--- config.mk ---
export PLATFORM = sky130hd
export DESIGN_NAME = clock_sequencer_flat
export DESIGN_NICKNAME = d
export VERILOG_FILES = /design/src/rtl/clock_sequencer_pkg.sv /design/src/rtl/clock_sequencer_if.sv /design/src/rtl/clock_sequencer_input_debouncer.sv /design/src/rtl/clock_sequencer.sv /design/src/flat_wrapper.sv
export SDC_FILE = /design/constraint.sdc
export NUM_CORES = 1
export LEC_CHECK = 0
export CAP_MARGIN = 20
export CORE_MARGIN = 3
export CORE_UTILIZATION = 55
export CTS_BUF_LIST = sky130_fd_sc_hd__clkbuf_4
export DETAILED_ROUTE_END_ITERATION = 7
export PLACE_DENSITY_LB_ADDON = 0.12
export SLEW_MARGIN = 30
export SYNTH_ARGS = -nofsm -noshare
export SYNTH_HDL_FRONTEND = slang
export SYNTH_SLANG_ARGS = --single-unit
--- constraint.sdc ---
create_clock -name clk_base -period 3.2 [get_ports clk_base]
set_input_delay 0.64 -clock clk_base [delete_from_list [all_inputs] [get_ports clk_base]]
set_output_delay 0.64 -clock clk_base [all_outputs]
set_load 0.05 [all_outputs]
--- src/rtl/clock_sequencer_pkg.sv ---
// Shared types for the CPU clock sequencer.
// State encoding and cycle counter width.
package clock_pkg;

  localparam int CYC_W = 16;

  typedef enum logic [2:0] {
    RUN_HI    = 3'd0,
    RUN_LO    = 3'd1,
    STEP_IDLE = 3'd2,
    STEP_HI   = 3'd3,
    STEP_LO   = 3'd4,
    HALTED    = 3'd5
  } state_e;

endpackage

--- src/rtl/clock_sequencer_if.sv ---
// CPU-side bundle: hlt in; clk_out, clk_rise, halted, step_mode out.
// Adds cycle_cnt when CLOCK_SEQ_CYCLE_COUNT_EN is defined.
interface clock_sequencer_if;
  import clock_pkg::*;

  logic hlt;
  logic clk_out;
  logic clk_rise;
  logic halted;
  logic step_mode;
`ifdef CLOCK_SEQ_CYCLE_COUNT_EN
  logic [CYC_W-1:0] cycle_cnt;
`endif

  modport master (
    input  hlt,
`ifdef CLOCK_SEQ_CYCLE_COUNT_EN
    output cycle_cnt,
`endif
    output clk_out,
    output clk_rise,
    output halted,
    output step_mode
  );

  modport slave (
    output hlt,
`ifdef CLOCK_SEQ_CYCLE_COUNT_EN
    input  cycle_cnt,
`endif
    input  clk_out,
    input  clk_rise,
    input  halted,
    input  step_mode
  );

endinterface

--- src/rtl/clock_sequencer_input_debouncer.sv ---
// 2-FF synchronizer plus stability debouncer.
// Ports: clk_i, rst_ni, d_i (async raw), q_o (debounced).
module input_debouncer #(
  parameter int   DEBOUNCE = 16,
  parameter logic RST_VAL  = 1'b0
) (
  input  logic clk_i,
  input  logic rst_ni,
  input  logic d_i,
  output logic q_o
);

  localparam int CW = $clog2(DEBOUNCE) + 1;
  localparam logic [CW-1:0] LAST = CW'(DEBOUNCE - 1);

  logic          s1_q, s2_q;
  logic          out_q, out_d;
  logic [CW-1:0] cnt_q, cnt_d;

  // A differing sample bumps the count; any agreeing
  // sample restarts it, so only a stable run commits.
  always_comb begin
    out_d = out_q;
    cnt_d = '0;
    if (s2_q != out_q) begin
      if (cnt_q == LAST) begin
        out_d = s2_q;
      end else begin
        cnt_d = cnt_q + CW'(1);
      end
    end
  end

  always_ff @(posedge clk_i or negedge rst_ni) begin
    if (!rst_ni) begin
      s1_q  <= RST_VAL;
      s2_q  <= RST_VAL;
      out_q <= RST_VAL;
      cnt_q <= '0;
    end else begin
      s1_q  <= d_i;
      s2_q  <= s1_q;
      out_q <= out_d;
      cnt_q <= cnt_d;
    end
  end

  assign q_o = out_q;

endmodule

--- src/rtl/clock_sequencer.sv ---
// Glitch-free CPU clock sequencer: run/step/halt.
// Ports: clk_base, rst (async low), step_btn, step_en, bus (master).
// Option: CLOCK_SEQ_CYCLE_COUNT_EN adds bus.cycle_cnt.
module clock_sequencer
  import clock_pkg::*;
#(
  parameter int DIVISOR  = 2,
  parameter int DEBOUNCE = 16
) (
  input  logic clk_base,
  input  logic rst,
  input  logic step_btn,
  input  logic step_en,
  clock_sequencer_if.master bus
);

  localparam int PW = (DIVISOR > 1) ? $clog2(DIVISOR) : 1;
  localparam logic [PW-1:0] LAST = PW'(DIVISOR - 1);

  state_e        state_q, state_d;
  logic [PW-1:0] ph_q, ph_d;
  logic          pend_q, pend_d;
  logic          mode_q, mode_d;
  logic          btn_prev_q;
  logic          clk_out_q, clk_out_d;
  logic          rise_q, halted_q;
  logic          btn_db, en_db, btn_rise, last;

  input_debouncer #(.DEBOUNCE(DEBOUNCE), .RST_VAL(1'b0)) u_btn (
    .clk_i (clk_base),
    .rst_ni(rst),
    .d_i   (step_btn),
    .q_o   (btn_db)
  );

  input_debouncer #(.DEBOUNCE(DEBOUNCE), .RST_VAL(1'b1)) u_en (
    .clk_i (clk_base),
    .rst_ni(rst),
    .d_i   (step_en),
    .q_o   (en_db)
  );

  assign btn_rise = btn_db & ~btn_prev_q;
  assign last     = (ph_q == LAST);

  always_comb begin
    state_d = state_q;
    ph_d    = ph_q + PW'(1);
    pend_d  = pend_q;
    mode_d  = mode_q;
    if (btn_rise && !pend_q) pend_d = 1'b1;
    case (state_q)
      RUN_HI: begin
        if (last) begin
          state_d = RUN_LO;
          ph_d    = '0;
        end
      end
      RUN_LO: begin
        if (last) begin
          ph_d = '0;
          if (bus.hlt) begin
            state_d = HALTED;
          end else if (en_db) begin
            state_d = STEP_IDLE;
            mode_d  = 1'b1;
          end else begin
            state_d = RUN_HI;
            pend_d  = 1'b0;
          end
        end
      end
      STEP_IDLE: begin
        ph_d = '0;
        if (bus.hlt) begin
          state_d = HALTED;
        end else if (!en_db) begin
          // Leaving step mode discards any press.
          state_d = RUN_HI;
          mode_d  = 1'b0;
          pend_d  = 1'b0;
        end else if (pend_q) begin
          state_d = STEP_HI;
          pend_d  = 1'b0;
        end
      end
      STEP_HI: begin
        if (last) begin
          state_d = STEP_LO;
          ph_d    = '0;
        end
      end
      STEP_LO: begin
        if (last) begin
          state_d = STEP_IDLE;
          ph_d    = '0;
        end
      end
      HALTED: begin
        ph_d = '0;
        if (!bus.hlt) begin
          if (en_db) begin
            state_d = STEP_IDLE;
            mode_d  = 1'b1;
          end else begin
            state_d = RUN_HI;
            mode_d  = 1'b0;
            pend_d  = 1'b0;
          end
        end
      end
      default: begin
        state_d = STEP_IDLE;
        ph_d    = '0;
      end
    endcase
  end

  // Outputs register off the next state so they
  // align with the state they describe.
  assign clk_out_d = (state_d == RUN_HI) ||
                     (state_d == STEP_HI);

  always_ff @(posedge clk_base or negedge rst) begin
    if (!rst) begin
      state_q    <= STEP_IDLE;
      ph_q       <= '0;
      pend_q     <= 1'b0;
      mode_q     <= 1'b1;
      btn_prev_q <= 1'b0;
      clk_out_q  <= 1'b0;
      rise_q     <= 1'b0;
      halted_q   <= 1'b0;
    end else begin
      state_q    <= state_d;
      ph_q       <= ph_d;
      pend_q     <= pend_d;
      mode_q     <= mode_d;
      btn_prev_q <= btn_db;
      clk_out_q  <= clk_out_d;
      rise_q     <= clk_out_d & ~clk_out_q;
      halted_q   <= (state_d == HALTED);
    end
  end

  assign bus.clk_out   = clk_out_q;
  assign bus.clk_rise  = rise_q;
  assign bus.halted    = halted_q;
  assign bus.step_mode = mode_q;

`ifdef CLOCK_SEQ_CYCLE_COUNT_EN
  logic [CYC_W-1:0] cyc_q;

  always_ff @(posedge clk_base or negedge rst) begin
    if (!rst) begin
      cyc_q <= '0;
    end else if (rise_q) begin
      cyc_q <= cyc_q + CYC_W'(1);
    end
  end

  assign bus.cycle_cnt = cyc_q;
`endif

endmodule
--- src/flat_wrapper.sv ---
// flat-port wrapper written by rule: the top's interface ports become plain ports
module clock_sequencer_flat import clock_pkg::*;
#(
  parameter int DIVISOR  = 2,
  parameter int DEBOUNCE = 16
)
  (clk_base, rst, step_btn, step_en, bus_hlt, bus_clk_out, bus_clk_rise, bus_halted, bus_step_mode);
  clock_sequencer_if bus_i ();
  input  logic clk_base;
  input  logic rst;
  input  logic step_btn;
  input  logic step_en;
  input wire logic [$bits(bus_i.hlt)-1:0] bus_hlt;
  output wire logic [$bits(bus_i.clk_out)-1:0] bus_clk_out;
  output wire logic [$bits(bus_i.clk_rise)-1:0] bus_clk_rise;
  output wire logic [$bits(bus_i.halted)-1:0] bus_halted;
  output wire logic [$bits(bus_i.step_mode)-1:0] bus_step_mode;
  assign bus_i.hlt = bus_hlt;
  assign bus_clk_out = bus_i.clk_out;
  assign bus_clk_rise = bus_i.clk_rise;
  assign bus_halted = bus_i.halted;
  assign bus_step_mode = bus_i.step_mode;
  clock_sequencer #(.DIVISOR(DIVISOR), .DEBOUNCE(DEBOUNCE)) u_core (.clk_base(clk_base), .rst(rst), .step_btn(step_btn), .step_en(step_en), .bus(bus_i));
endmodule
==> summary.md, run 1 <==
| Metric | Value |
|---|---|
| Status | completed |
| Area occupied by registers | 657 sq um |
| Post-layout minimum cycle time | 2.28 ns |
| Largest net degree at the start of global routing | 27 |
| Yosys top cell by area | dfrtp_1 |
| Hold_ws | 0.365 ns |
| Avg Inst Size Synth | 11.4 sq um |
| Max Cap Violations | 0 |
| CTS buffer count | 3 |
| Clock tree sinks | 26 |
| Post-DP HPWL | 1.27 mm |
| CP delay by family, top | buffers and inverters |
| Crit share post-route | 71.4% |
| CTS tree | built |
| Ys Warns | 0 |
| Final hold vios | 0 |
| Clk_lat worst skew | 0.31 ns |
| Initial DRT Pass Iterations | 4 |
| Placer congestion estimate | 0.806 |
| Synthesized area | 0.00116 sq mm |
| DR vias/cell | 5.55 |
| Final setup violation count | 0 |
| Final WL | 1.77 mm |
| Clock Skew | 0.00247 ns |
| P_int | 0.000597 W |
| Io pins | 9 |
| Clock Tree Buf Depth | 2 |
| DRC | 0 |
| Finished Layout Cells | 135 |
| Crit path required time | 2.56 ns |
| Clk network pwr share | 14.3% |
| Crit Path Class | reg2out |
| Max stage delay on crit path | 0.79 ns |
| Final Net Count | 118 |
| Post-synthesis mux area share | 1.94% |
| Buf/Inv on CP | 1 |
| GRT Util Overall | 16.1% |
| Top cells by area, synth | dfrtp_1 45%, dfstp_2 11%, xor2_1 5.3% |
| Slew at the pin closest to its max-slew limit | 0.499 ns |
| Yosys reg bits | 26 |
| Reg power frac | 47.8% |
| Initial Utilization | 62.4% |
| # fillers | 127 |
| Fmax | 0.438 GHz |
| Met1 GRT Util | 18.9% |
| Largest family of logic cells by synthesized area | simple AND/OR/NAND/NOR gates |
| DIE HEIGHT | 51.9 um |
| Comb power frac | 38.0% |
| Fin area | 0.00127 sq mm |
| P_leak | 0.599 nW |
| Die width | 51.9 um |
| Critical Path Sink Type | output pin |
| RSZ-0062 raised after global routing | no |
| Antenna violations before repair | 0 |
| Cell Rows | 15 |
| Share of the synthesized area in the top cell type | 45.3% |
| Via count | 749 |
| Critical Path, Cell by Cell | clkdlybuf4s50_1 |
| Slew Limit Fails | 0 |
| GRT met2 Usage | 27.8% |
| Post-synthesis cell count | 102 |
| Core footprint | 0.00186 sq mm |
| IO Port Bufs | 8 |
| Most frequent cells in the layout | 21 x dfrtp_1, 9 x nor2_1, 8 x clkdlybuf4s50_1 |
| Multi-input logic area | 449 sq um |
| Iter 0 DRT Violations | 16 |
| CP Launch Type | flop |
| WP data arrival | 1.64 ns |
| Post-synthesis adder-cell area fraction | 2.16% |
| Max VDD drop | 0.633 mV |
| Post-synthesis sequential area ratio | 56.6% |
| Diodes inserted | 0 |
| Routed len/inst | 13.1 um |
| Hold Path Class | reg2reg |
| Htree depth | 1 |
| Vias in the first global route | 785 |
| Placed Instances | 131 |
| Share of cells above drive strength 1 | 18.2% |
| Die footprint | 0.00270 sq mm |
| Clock root buffer | clkbuf_4 |
| Post-synthesis simple-gate area fraction | 16.4% |
| Postcts setup bufs | 0 |
| Regs by FF count | u_core.u_btn.cnt_q x5, u_core.u_en.cnt_q x5, u_core.state_q x3 |
| Sum Neg Setup Slack | 0 ns |
| Leading cell type in the layout, fill and taps excluded | dfrtp_1 |
| CP Max Fanout | 2 |
| Switching share of power | 37.6% |
| Max_slew headroom | 66.6% |
| Total grt overflow | 0 |
| Slowest CP cell | clkdlybuf4s50_1 |
| First-pass GRT wire length | 3.20 mm |
| Clock Pin Slew Worst Setup and Hold Paths | 0.13 ns |
| DRT antenna net count | 0 |
| P_sw | 0.000359 W |
| Post-synth cell types | 35 |
| Hold buffers post-CTS | 0 |
| Pwr dens | 750 mW/mm^2 |
| Met3 Resource Use GR | 3.15% |
| CTS resizes | 0 |
| Busiest grt layer | met2 |
| Area delta synth->final | 9.82% |
| Post-synthesis compound-gate area fraction | 12.9% |
| Post-DP Area | 0.00125 sq mm |
| Synth Net Count | 109 |
| XOR/XNOR share of the synthesized area | 5.29% |
## power by group through the flow
stage | Clock, W | Combinational [W] | Sequential [W]
finish | 0.000136 | 0.000363 | 0.000456
detailed placement | 0 | 0.000366 | 0.000461
global placement | 0 | 0.000355 | 0.000460
CTS | 0.000140 | 0.000367 | 0.000455
floorplan | 0 | 0.000227 | 0.000507
global route | 0.000154 | 0.000399 | 0.000468
## routing by layer
layer | vias up | wire length, um | share of wire [%]
li1 | 361 | - | -
met1 | 362 | 796 | 45
met2 | 24 | 854 | 48
met3 | 2 | 96 | 5.4
met4 | 0 | 23 | 1.3
met5 | - | 0 | 0
## worst paths after layout
check	from	end	slack, ns	cells past startpoint
worst max-delay path	u_core.bus.step_mode$_DFFE_PN1P_	bus_step_mode	0.92	1
worst min-delay path	u_core.u_en.s1_q$_DFF_PN1_	u_core.u_en.s2_q$_DFF_PN1_	0.37	0
worst max register to register	u_core.state_q[1]$_DFF_PN1_	u_core.bus.clk_out$_DFF_PN0_	1.47	5
worst min register to register	u_core.u_en.s1_q$_DFF_PN1_	u_core.u_en.s2_q$_DFF_PN1_	0.37	0
max in group asynchronous	rst	u_core.state_q[1]$_DFF_PN1_	2.24	2
min in group asynchronous	rst	u_core.u_en.cnt_q[3]$_DFF_PN0_	0.67	2
## final cells by class
| type | count | area share [%] |
|---|---|---|
| Timing Repair Buffer | 9 | 6.88 |
| Inverter | 6 | 1.77 |
| Sequential cell | 26 | 51.6 |
| Clock inverter | 1 | 0.295 |
| Multi-Input combinational cell | 65 | 35.3 |
| Clock buffer | 3 | 1.77 |
| Tap cell | 25 | 2.46 |
## cells by family after synthesis
| group | after synthesis |
|---|---|
| XOR/XNOR | 7 |
| flip-flops | 26 |
| AND/OR/NAND/NOR | 32 |
| multiplexers | 2 |
| buffers and inverters | 11 |
| AO/OA/AOI/OAI | 22 |
| adder cells (fa/ha/maj) | 2 |
## synth_stat cells
library cell,instances
dfrtp_1,21
nor2_1,9
xor2_1,7
a21oi_1,6
inv_1,6
and2_1,5
dfstp_2,5
nand3_1,4
o21ai_0,4
buf_2,3
nand2_1,3
o31ai_1,3
and3_1,2
ha_1,2
mux2_2,2
a211o_1,1
a211o_2,1
a22oi_2,1
a31oi_1,1
and2_2,1
and4b_4,1
buf_6,1
clkbuf_2,1
nand2b_1,1
nand3b_1,1
nor2b_1,1
nor3b_2,1
o211ai_1,1
o21a_1,1
o21ai_2,1
o22a_2,1
o22ai_1,1
or2b_1,1
or2b_2,1
or3b_4,1
## metrics by stage
stage | util, % | total power (W) | setup slack (ns)
6_report | 68.6 | 0.000956 | 0.916
5_1_grt | 68.6 | 0.00102 | 0.865
4_1_cts | 68.6 | 0.000963 | 0.896
3_5_place_dp | 67.1 | 0.000827 | 0.876
3_3_place_gp | 67.1 | 0.000814 | 0.915
2_1_floorplan | - | 0.000734 | 1.46
(Power assumes the default switching activity.)
==> run 2, diff against run 1 <==
--- a/config.mk
+++ b/config.mk
@@ -7,7 +7,7 @@
 export LEC_CHECK = 0
 export CAP_MARGIN = 20
 export CORE_MARGIN = 3
-export CORE_UTILIZATION = 55
+export CORE_UTILIZATION = 53
 export CTS_BUF_LIST = sky130_fd_sc_hd__clkbuf_4
 export DETAILED_ROUTE_END_ITERATION = 7
 export PLACE_DENSITY_LB_ADDON = 0.12
==> constraint.sdc (replaced) <==
create_clock -name clk_base -period 1.95 [get_ports clk_base]
set_input_delay 0.39 -clock clk_base [delete_from_list [all_inputs] [get_ports clk_base]]
set_output_delay 0.39 -clock clk_base [all_outputs]
set_load 0.05 [all_outputs]
==> summary.md, run 2 (synthesis gave the netlist of run 1 again) <==
| Metric | Value |
|---|---|
| Largest net degree at the start of global routing | 27 |
| First-pass GRT wire length | 3.05 mm |
| Regs by FF count | u_core.u_btn.cnt_q x5, u_core.u_en.cnt_q x5, u_core.state_q x3 |
| Final WL | 1.66 mm |
| Max VDD drop | 0.825 mV |
| Share of cells above drive strength 1 | 19.8% |
| Clock Pin Slew Worst Setup and Hold Paths | 0.13 ns |
| CTS resizes | 0 |
| P_leak | 0.605 nW |
| Slew Limit Fails | 0 |
| Buf/Inv on CP | 1 |
| Initial DRT Pass Iterations | 4 |
| Htree depth | 1 |
| Clk network pwr share | 14.1% |
| P_int | 0.000977 W |
| Area delta synth->final | 10.5% |
| Die width | 52.8 um |
| WP data arrival | 1.50 ns |
| DIE HEIGHT | 52.8 um |
| CTS tree | built |
| GRT Util Overall | 14.9% |
| Sum Neg Setup Slack | 0 ns |
| CP delay by family, top | buffers and inverters |
| CP Launch Type | flop |
| Slowest CP cell | clkdlybuf4s50_1 |
| # fillers | 159 |
| Via count | 757 |
| DR vias/cell | 5.49 |
| P_sw | 0.000583 W |
| Hold Path Class | reg2reg |
| Critical Path, Cell by Cell | clkdlybuf4s50_1 |
| Final core occ | 63.4% |
| Io pins | 9 |
| Cell Rows | 16 |
| Comb power frac | 37.9% |
| Clk_lat worst skew | 0.31 ns |
| Clock Skew | 0.00559 ns |
| Routed len/inst | 12.0 um |
| Final hold vios | 0 |
| Fmax | 0.528 GHz |
| Sink of the worst hold path | u_core.u_en.s2_q$_DFF_PN1_ |
| Post-DP HPWL | 1.19 mm |
| Status | completed |
| Diodes inserted | 0 |
| Placer congestion estimate | 0.852 |
| Worst Reg-to-Reg Cells | 5 |
| Clock Tree Buf Depth | 2 |
| Vias in the first global route | 725 |
| Min-delay src | u_core.u_en.s1_q$_DFF_PN1_ |
| Hold_ws | 0.368 ns |
| Pwr dens | 1220 mW/mm^2 |
| Total grt overflow | 0 |
| Reg power frac | 48.0% |
| Clock root buffer | clkbuf_4 |
| Final Net Count | 119 |
| Hold buffers post-CTS | 0 |
| Crit share post-route | 97.1% |
| Clock tree sinks | 26 |
| Iter 0 DRT Violations | 13 |
| Critical Path Sink Type | output pin |
| Final setup violation count | 0 |
| Most frequent cells in the layout | 21 x dfrtp_1, 9 x nor2_1, 7 x xor2_1, 7 x clkdlybuf4s50_1 |
| IO Port Bufs | 8 |
| CP Max Fanout | 2 |
| R2R Path Start | u_core.state_q[1]$_DFF_PN1_ |
| Crit path required time | 1.56 ns |
| RSZ-0062 raised after global routing | no |
| Post-layout minimum cycle time | 1.89 ns |
| Core footprint | 0.00202 sq mm |
| Slew at the pin closest to its max-slew limit | 0.487 ns |
| FF-to-FF End | u_core.bus.clk_out$_DFF_PN0_ |
| Postcts setup bufs | 0 |
| FF-to-FF setup slack | 0.22 ns |
| Hold Path Depth | 0 |
| Crit Path Class | reg2out |
| Max stage delay on crit path | 0.80 ns |
| DRT antenna net count | 0 |
| Antenna violations before repair | 0 |
| Max_slew headroom | 67.4% |
| Leading cell type in the layout, fill and taps excluded | dfrtp_1 |
| Die footprint | 0.00279 sq mm |
| CTS buffer count | 3 |
| Max Cap Violations | 0 |
| Initial Utilization | 57.4% |
| Switching share of power | 37.4% |
| DRC | 0 |
-- run 2: worst max-delay path by stage --
| stage | startpoint | to | slack, ns | depth (start not counted) |
|---|---|---|---|---|
| after floorplan | u_core.state_q[1]$_DFF_PN1_ | u_core.bus.clk_out$_DFF_PN0_ | 0.27 | 6 |
| after CTS | u_core.bus.clk_out$_DFF_PN0_ | bus_clk_out | 0.03 | 1 |
| final | u_core.bus.clk_out$_DFF_PN0_ | bus_clk_out | 0.06 | 1 |
| after detailed placement | bus_hlt | u_core.bus.clk_out$_DFF_PN0_ | 0.08 | 6 |
| after global placement | bus_hlt | u_core.bus.clk_out$_DFF_PN0_ | 0.10 | 6 |
| after global routing | u_core.bus.clk_out$_DFF_PN0_ | bus_clk_out | 0.002 | 1 |
-- run 2: per-stage QoR --
stage	instances	total power [W]	setup slack, ns	cell area [sq um]
after floorplan	102	0.00120	0.273	1160
after detailed placement	134	0.00135	0.0776	1250
final	138	0.00156	0.0563	1280
after CTS	138	0.00158	0.0336	1280
after global routing	138	0.00167	0.00181	1280
after global placement	134	0.00133	0.104	1250
-- run 2: final cells by class --
| class | count | area, sq um | area share (%) |
|---|---|---|---|
| multi-input combinational | 65 | 449 | 35.1 |
| tap | 27 | 33.8 | 2.64 |
| clock buffer | 3 | 22.5 | 1.76 |
| inverter | 6 | 22.5 | 1.76 |
| sequential | 26 | 657 | 51.3 |
| timing repair buffer | 10 | 92.6 | 7.23 |
| clock inverter | 1 | 3.75 | 0.293 |
-- run 2: power groups by stage --
stage,clock network (W),logic [W],registers [W]
floorplan,0,0.000373,0.000832
global placement,0,0.000579,0.000755
detailed placement,0,0.000590,0.000757
CTS,0.000232,0.000596,0.000747
global route,0.000248,0.000653,0.000766
finish,0.000220,0.000592,0.000748
-- run 2: per-layer routing --
layer	vias to the layer above	track usage [%]	share of wire, %	routed length, um
li1	365	-	-	-
met1	377	19.4	49	813
met2	13	23.6	47	777
met3	2	3.42	3.1	52
met4	0	6.38	0.78	13
met5	-	0	0	0
